===== src/rtl/mips_mmio_timer.sv =====
// mips_mmio_timer: memory-mapped down-counting timer with a prescaler.
// It sits on the MIPS data port and decodes a 16-byte window at BASE_ADDR.
//
// Register map, selected by memaddr[3:2]:
//   0 CTRL   : bit0 EN, bit1 AUTO, bit2 IE, bits[8+PSC_W-1:8] PSC
//   1 LOAD   : reload value
//   2 COUNT  : current count, writable
//   3 STATUS : bit0 EXP, write-1-to-clear
//
// Ports:
//   clk          system clock, rising edge
//   reset        synchronous active-low reset
//   memwrite     CPU store strobe
//   memaddr      CPU byte address
//   memwritedata CPU store data
//   hit          address falls in the window (combinational)
//   rdata        selected register when hit, else 0 (combinational)
//   irq          EXP & IE, taken from registered state
module mips_mmio_timer #(
    parameter logic [31:0] BASE_ADDR = 32'h0000_7F00,
    parameter int          PSC_W     = 8
) (
    input  logic        clk,
    input  logic        reset,
    input  logic        memwrite,
    input  logic [31:0] memaddr,
    input  logic [31:0] memwritedata,
    output logic        hit,
    output logic [31:0] rdata,
    output logic        irq
);

    localparam logic [PSC_W-1:0] PSC_ONE = 1;

    logic             en, auto_rl, ie, exp_q;
    logic [PSC_W-1:0] psc, pcnt;
    logic [31:0]      load_q, count_q, ctrl_word;
    logic [1:0]       sel;
    logic             wr, wr_ctrl, wr_load, wr_count, wr_status;
    logic             tick, expire;
    logic             unused_ok;

    assign unused_ok = ^memaddr[1:0];

    assign hit = (memaddr[31:4] == BASE_ADDR[31:4]);
    assign sel = memaddr[3:2];

    always_comb begin
        ctrl_word             = '0;
        ctrl_word[0]          = en;
        ctrl_word[1]          = auto_rl;
        ctrl_word[2]          = ie;
        ctrl_word[8 +: PSC_W] = psc;
    end

    always_comb begin
        rdata = '0;
        if (hit) begin
            case (sel)
                2'd0:    rdata = ctrl_word;
                2'd1:    rdata = load_q;
                2'd2:    rdata = count_q;
                default: rdata = {31'd0, exp_q};
            endcase
        end
    end

    assign wr        = memwrite & hit;
    assign wr_ctrl   = wr && (sel == 2'd0);
    assign wr_load   = wr && (sel == 2'd1);
    assign wr_count  = wr && (sel == 2'd2);
    assign wr_status = wr && (sel == 2'd3);

    assign tick   = en && (pcnt == psc);
    // A CPU write to COUNT on a tick edge swallows the tick, expiry included.
    assign expire = tick && (count_q == 32'd0) && !wr_count;

    assign irq = exp_q & ie;

    always_ff @(posedge clk) begin
        if (!reset) begin
            en      <= 1'b0;
            auto_rl <= 1'b0;
            ie      <= 1'b0;
            psc     <= '0;
            pcnt    <= '0;
            load_q  <= '0;
            count_q <= '0;
            exp_q   <= 1'b0;
        end else begin
            // Prescaler restarts on a tick, while disabled, and when EN is
            // being switched on so the first tick lands PSC+1 edges later.
            if ((wr_ctrl && !en && memwritedata[0]) || !en || tick)
                pcnt <= '0;
            else
                pcnt <= pcnt + PSC_ONE;

            // Written EN wins over a one-shot expiry on the same edge.
            if (wr_ctrl) begin
                en      <= memwritedata[0];
                auto_rl <= memwritedata[1];
                ie      <= memwritedata[2];
                psc     <= memwritedata[8 +: PSC_W];
            end else if (expire && !auto_rl) begin
                en <= 1'b0;
            end

            if (wr_load)
                load_q <= memwritedata;

            // Expiry replaces a decrement from 0, so COUNT never wraps.
            if (wr_count)
                count_q <= memwritedata;
            else if (tick) begin
                if (count_q != 32'd0)
                    count_q <= count_q - 32'd1;
                else if (auto_rl)
                    count_q <= load_q;
            end

            // Set has priority over write-1-to-clear.
            if (expire)
                exp_q <= 1'b1;
            else if (wr_status && memwritedata[0])
                exp_q <= 1'b0;
        end
    end

endmodule


===== config.mk =====
export PLATFORM = sky130hd
export DESIGN_NAME = mips_mmio_timer
export DESIGN_NICKNAME = d
export VERILOG_FILES = /design/src/rtl/mips_mmio_timer.sv
export SDC_FILE = /design/constraint.sdc
export NUM_CORES = 1
export LEC_CHECK = 0
export ABC_AREA = 1
export BUFFER_PORTS_ARGS = -buffer_cell sky130_fd_sc_hd__buf_2
export CORE_UTILIZATION = 54
export DETAILED_ROUTE_END_ITERATION = 8
export PLACE_DENSITY = 0.74
export SLEW_MARGIN = 10
export SYNTH_ARGS = -nofsm -noshare
export SYNTH_HDL_FRONTEND = slang
export SYNTH_SLANG_ARGS = --single-unit

===== constraint.sdc =====
create_clock -name clk -period 5 [get_ports clk]
set_input_delay 0.25 -clock clk [delete_from_list [all_inputs] [get_ports clk]]
set_output_delay 0.25 -clock clk [all_outputs]
set_load 0.1 [all_outputs]

# Yosys cells after proc, flatten, opt, wreduce, memory -nomap -nowiden
# Index checks and enable logic that the tools add are counted.
# W data, S select, Z words.
# word_totals
ff_bits	84
latch_bits	0
ramBits	0
romBits	0
inputBits	67
word_cells	53
n_memories	0
# op_classes
n_addsub	2
mul	0
div	0
n_lt_le_gt_ge	0
eq_ne	5
shift	0
muxes	10
n_bitwise	3
reduce_logical	25
# ops
cell	n
$mux W32	5
$pmux W32 S3	1
$logic_not A32 Y1	1
$reduce_bool A32 Y1	1
$sub A32 B1 Y32 const B	1
$eq A28 B11 Y1 const B	1
$logic_and A1 B1 Y1	11
$add A8 B1 Y8 const B	1
$eq A8 B8 Y1	1
$reduce_bool A2 Y1	3
$eq A2 B2 Y1 const B	2
$mux W1	4
$logic_not A1 Y1	3
$reduce_bool A3 Y1	1
$and A1 B1 Y1	2
$eq A2 B1 Y1 const B	1
$logic_not A2 Y1	1
$logic_or A1 B1 Y1	2
$reduce_and A2 Y1	1
$reduce_or A2 Y1	1
$not A1 Y1	1

# Depth between registers and ports, before layout
# Gate-level depths: netlist of run 1.
# depth
word_depth	8
mapped_depth	13

# Worst setup path before layout of run 1
# Ideal clock, no wire load.
# synth_timing
kind	input to output
from	input memaddr[31]
to	output rdata[10]
t_arrival_ns	3.457
t_required_ns	4.750
slack_ns	1.293
stages	7
cell_sequence	nor2_1 nand2_1 nand3b_1 nor2_2 inv_1 clkbuf_1 a31oi_1
# synth_via
elab_chain_cells	2
# synth_lines
item	line_no	rtl
from (decl)	26	input logic [31:0] memaddr,
$eq A28 B11 Y1	45	assign hit = (memaddr[31:4] == BASE_ADDR[31:4]);
via hit	28	output logic hit,
$mux W32	58	if (hit) begin
to (decl)	29	output logic [31:0] rdata,
# The timed path passes the listed nets, and every way through them passes these cells.

# Worst setup path in the final report of run 1
# layout_timing
from	input memaddr[25]
to	output rdata[4]
# layout_via
elab_chain_cells	2
# layout_lines
item	line_no
$eq A28 B11 Y1	45
$mux W32	58
# No other way between the ends.

==> results of run 1 <==
## state kept, by name, summed over array words and instances (netlist names)
name	count
exp_q	1
ie	1
psc	8
load_q	32
en	1
count_q	32
pcnt	8
auto_rl	1
## area by class of cell
cell class | instances | area, sq um
Sequential cell | 84 | 1682
Clock buffer | 10 | 127.6
Timing Repair Buffer | 101 | 513.0
Tap cell | 136 | 170.2
Multi-Input combinational cell | 779 | 3561
Clock inverter | 6 | 111.4
Inverter | 117 | 439.2
Fill cell | 1124 | 3812
## through the flow
stage	instance area (sq um)	hold WS [ns]	cells	setup WS, ns
2_1_floorplan	5854	0.3849	1016	1.293
3_3_place_gp	6365	0.4623	1217	2.243
3_5_place_dp	6365	0.4700	1217	2.255
4_1_cts	6604	0.1140	1233	2.450
5_1_grt	6604	0.1231	1233	2.273
6_report	6604	0.1167	1233	2.431
## cells in the final DEF (no fill, tap or decap), drive strengths merged, types with 10 or more instances in the layout
cell type / count
buf: 101
clkbuf: 10
a21oi: 55
nor3: 10
a211oi: 20
nor2: 200
nand4: 13
nand3: 83
o21ai: 55
inv: 118
nand2: 307
dfxtp: 84
## kinds of logic after synthesis
logic type | count (synthesis)
buf+inv | 153
fa+ha+maj | 3
flops | 84
simple gates | 620
xor+xnor | 13
compound gates | 143
## how the worst min path moves through the flow
| stage | from | end | slack, ns | depth (start not counted) |
|---|---|---|---|---|
| after floorplan | memwritedata[11] | load_q[11] | 0.38 | 2 |
| after detailed placement | load_q[31] | load_q[31] | 0.47 | 2 |
| after global routing | memwritedata[7] | load_q[7] | 0.12 | 3 |
| final | memwritedata[18] | load_q[18] | 0.12 | 3 |
| after CTS | memwritedata[18] | load_q[18] | 0.11 | 3 |
| after global placement | pcnt[0] | pcnt[0] | 0.46 | 1 |
## critical path: cells and delay by family
kind,cells,cell delay (ns)
buffers and inverters,4,1.15
AOI/OAI and AO/OA,1,0.43
and+or+nand+nor,4,0.47
## per-layer routing
metal | vias to the layer above | share of wire | track usage
met1 | 2976 | 0.46 | 0.4499
met5 | - | 0 | 0
met4 | 0 | 0.020 | 0.1190
met3 | 26 | 0.086 | 0.05825
met2 | 268 | 0.43 | 0.4940
li1 | 3379 | - | -
## power groups by stage
stage | combinational, mW | sequential [mW] | clock [mW]
after floorplan | 0.0290 | 0.684 | 0
final | 0.0730 | 0.668 | 0.599
after detailed placement | 0.0719 | 0.684 | 0
after global placement | 0.0721 | 0.684 | 0
after global routing | 0.0809 | 0.668 | 0.634
after CTS | 0.0723 | 0.668 | 0.601
==> results.cfg, run 1 <==
[grt]
antenna_found_initial = 0
grt_pass1_vias = 5912
grt_overflow = 0
track_usage = 0.3226
grt_pass1_wl_um = 28720
grt_start_max_net_pins = 53

[synth]
synth_nets = 1086
yosysSeqAreaShare = 0.2872
synth_top_area_share = 0.2872
synth_top_family_by_area = simple AND/OR/NAND/NOR gates
synth_largest_area_cell = dfxtp_1
synth-xor-area-share = 0.01945
synth_commonest_cells = nand2_1 (301), nor2_1 (186), inv_1 (111)
netlist_area_sq_um = 5854
ys_types = 34
synth_adder_area_share = 0.006412
synth_edf_count = 0
synthTopCellsByArea = dfxtp_1 (29%), nand2_1 (19%), nor2_1 (12%)
synthSimpleGateAreaFrac = 0.4460
async_flop_share = 0
synthCells = 1016
synthFlopType = dfxtp_1
synth_warnings = 0
ys_seq_elements = 84
synth_compound_area_frac = 0.1359
synthMuxAreaShare = 0
syn_area_per_cell_sq_um = 5.762
synth.most_common_cell = nand2_1

[sta]
rsz0062_at_grt = no
max_slew_margin = 0.2060
slew_viol_final = 0
worst_slew_pin_slew_ns = 1.190
min_period_ns = 2.569
final-hold-violation-count = 0
fin_skew_ns = 0.01158
setup_tns_ns = 0
max_freq_mhz = 389.2
setup_violations = 0
min_period_over_period = 0.5138

[min_path]
worstHoldPathType = in -> reg

[layout]
area_growth_pct = 12.80
fin_nets = 1162
antenna_cells = 0
drive_above_1_share = 0.1386
final_util = 0.6340

[critical_path]
cp.required_ns = 4.75
cp_max_fo = 32
setup.worst_path.start_class = primary input
path_class = in -> out
worst_r2r_path_depth = 12
r2r-start = count_q[6]
max_stage_delay_ns = 0.52
critical_path.endpoint = rdata[4]
crit_arrival_ns = 2.32
cp_cell_sequence = buf_2 -> inv_1 -> nand2_1 -> nor2_1 -> nand3b_1 -> nor2_2 -> inv_1 -> a21oi_1 -> buf_2
crit_start = memaddr[25]
cp-end-kind = output port
r2r-end = count_q[15]
ff2ff_setup_slack_ns = 2.48
critical-path-slowest-cell = inv_1

[routing]
dr.first_iter.drc_count = 556
vias_per_cell = 5.393
drc = 0
vias = 6649
postRouteAntennaNets = 0
wl_per_cell_um = 14.30
drtPass1Iterations = 6
drt_wl_total_um = 17630

[die]
die_area_sq_um = 11260
coreArea_sq_um = 10420
rows = 37
io_pins = 101
start_util = 0.5620
chipWidth_um = 106.1
die_h_um = 106.1

[placement]
port_buffers = 98
dp_hpwl_um = 12490
gp_congestion = 0.9788

[clock_network]
htreeDepth = 3
cts_tree = done
cts_buffers = 9
clk_latency_ns = 0.37
cts_resized = 0
clk_pin_slew_ns = 0.08
clock_path_buffers = 2
cts_setup_buffers = 0
postCtsHoldBufs = 0
cts.sinks = 84
root_buffer = clkbuf_8

[pwr]
pwr-share-seq = 0.499
leakagePower_nw = 3.312
p_int_mw = 1.027
clockPowerShare = 0.447
swShare = 0.2335
p_switching_mw = 0.3129
irDropWorstVdd_v = 0.0001278
p_total_mw = 1.340
powerDensity_nw_per_um2 = 202.9
combPwrFrac = 0.054

[run_status]
status = finished clean

[job]
maxCapViolCount = 0
Power figures use the tool's default switching activity.
==> inputs of run 2 (changes only) <==
==> constraint.sdc (replaced) <==
create_clock -name clk -period 2.44 [get_ports clk]
set_input_delay 0.122 -clock clk [delete_from_list [all_inputs] [get_ports clk]]
set_output_delay 0.122 -clock clk [all_outputs]
set_load 0.1 [all_outputs]
==> results.cfg, run 2 (same netlist as run 1, synthesis figures left out) <==
[run_status]
status = finished clean

[sta]
finalWorstSetupSlack_ns = 0.2663
setup_tns_ns = 0
hold_ws_ns = 0.01050
setup_violations = 0
slew_viol_final = 0
min_period_over_period = 0.8908
worst_slew_pin_slew_ns = 1.032
fin_skew_ns = 0.01150
min_period_ns = 2.174
rsz0062_at_grt = no
max_slew_margin = 0.3111
max_freq_mhz = 460.1
final-hold-violation-count = 0

[routing]
wl_per_cell_um = 14.97
dr.first_iter.drc_count = 462
vias = 6818
vias_per_cell = 5.398
postRouteAntennaNets = 0
drt_wl_total_um = 18910
drtPass1Iterations = 5
drc = 0

[layout]
top_regs = count_q (32), load_q (32)
final_cell_mix = nand2_1 (301), nor2_1 (180), inv_1 (110), dfxtp_1 (84), buf_2 (84)
fin_nets = 1191
area_growth_pct = 24.02
design_area_sq_um = 7261
layout_commonest_cell = nand2_1
fillers = 980
drive_above_1_share = 0.1821

[clock_network]
postCtsHoldBufs = 8
cts_setup_buffers = 0
clk_latency_ns = 0.38
cts_resized = 0
clk_pin_slew_ns = 0.09
cts_tree = done
cts.sinks = 84
clock_path_buffers = 2
htreeDepth = 3
root_buffer = clkbuf_8
cts_buffers = 9

[die]
chipWidth_um = 106.1
coreArea_sq_um = 10420
io_pins = 101
start_util = 0.5620
rows = 37
die_h_um = 106.1
die_area_sq_um = 11260

[placement]
gp_congestion = 0.9624
port_buffers = 98
placed_cell_area_sq_um = 6947
dp_hpwl_um = 13900
place_ws_ns = 0.3075

[grt]
grt_pass1_vias = 6221
use_met3 = 0.04905
use_met1 = 0.4865
grt_pass1_wl_um = 31110
grt_overflow = 0
track_usage = 0.3532
met2_usage = 0.5571
grt_start_max_net_pins = 53
top_usage_layer = met2
antenna_found_initial = 1

[pwr]
irDropWorstVdd_v = 0.0003342
powerDensity_nw_per_um2 = 379.4
p_total_mw = 2.755
leakagePower_nw = 3.485

[critical_path]
cp-end-kind = flip-flop
setup.worst_path.start_class = flip-flop
cp.required_ns = 2.74
cp_max_fo = 15
path_class = reg -> reg
crit_arrival_ns = 2.48

[min_path]
worstHoldPathType = in -> reg

[job]
maxCapViolCount = 0
run 2: path summary, 6_finish.rpt:
check              startpoint    endpoint  slack, ns  cells after the start
max               count_q[14]  count_q[0]       0.27                      9
max reg2reg       count_q[14]  count_q[0]       0.27                      9
min          memwritedata[12]      psc[4]       0.01                      3
min reg2reg        load_q[24]  load_q[24]       0.48                      2
run 2: cell type report:
type	count	area [sq um]	share of cell area
antenna	1	2.502	0.0003446
timing repair buffer	130	960.9	0.1323
clock buffer	11	131.4	0.01809
sequential	84	1682	0.2316
multi-input combinational	779	3775	0.5199
inverter	117	439.2	0.06049
tap	136	170.2	0.02344
clock inverter	5	100.1	0.01379
run 2: layer usage:
| layer | up-vias | share of wire | wire [um] |
|---|---|---|---|
| met3 | 31 | 0.083 | 1573 |
| met1 | 3053 | 0.45 | 8577 |
| li1 | 3440 | - | - |
| met4 | 0 | 0.024 | 453 |
| met5 | - | 0 | 0 |
| met2 | 294 | 0.44 | 8303 |
run 2: through the flow:
stage	cells	utilization
after CTS	1262	0.6968
after global placement	1238	0.6669
final	1263	0.6971
after detailed placement	1238	0.6669
after floorplan	1016	-
after global routing	1263	0.6971
run 2: critical path, cell delays in order (launching register included):
cell	delay, ns
dfxtp_1	0.34
nor2_1	0.20
nand2_1	0.15
nor3_4	0.30
nand3_2	0.14
nand2_2	0.26
nand2_2	0.27
inv_1	0.21
nand2_1	0.07
a21oi_1	0.13
run 2: power breakdown:
part           leakage [nW]  switching, mW  internal (mW)
logic                  2.69         0.0998         0.0655
clock network         0.117          0.542          0.678
registers             0.676  0.00000000134           1.37
total                  3.48          0.642           2.11
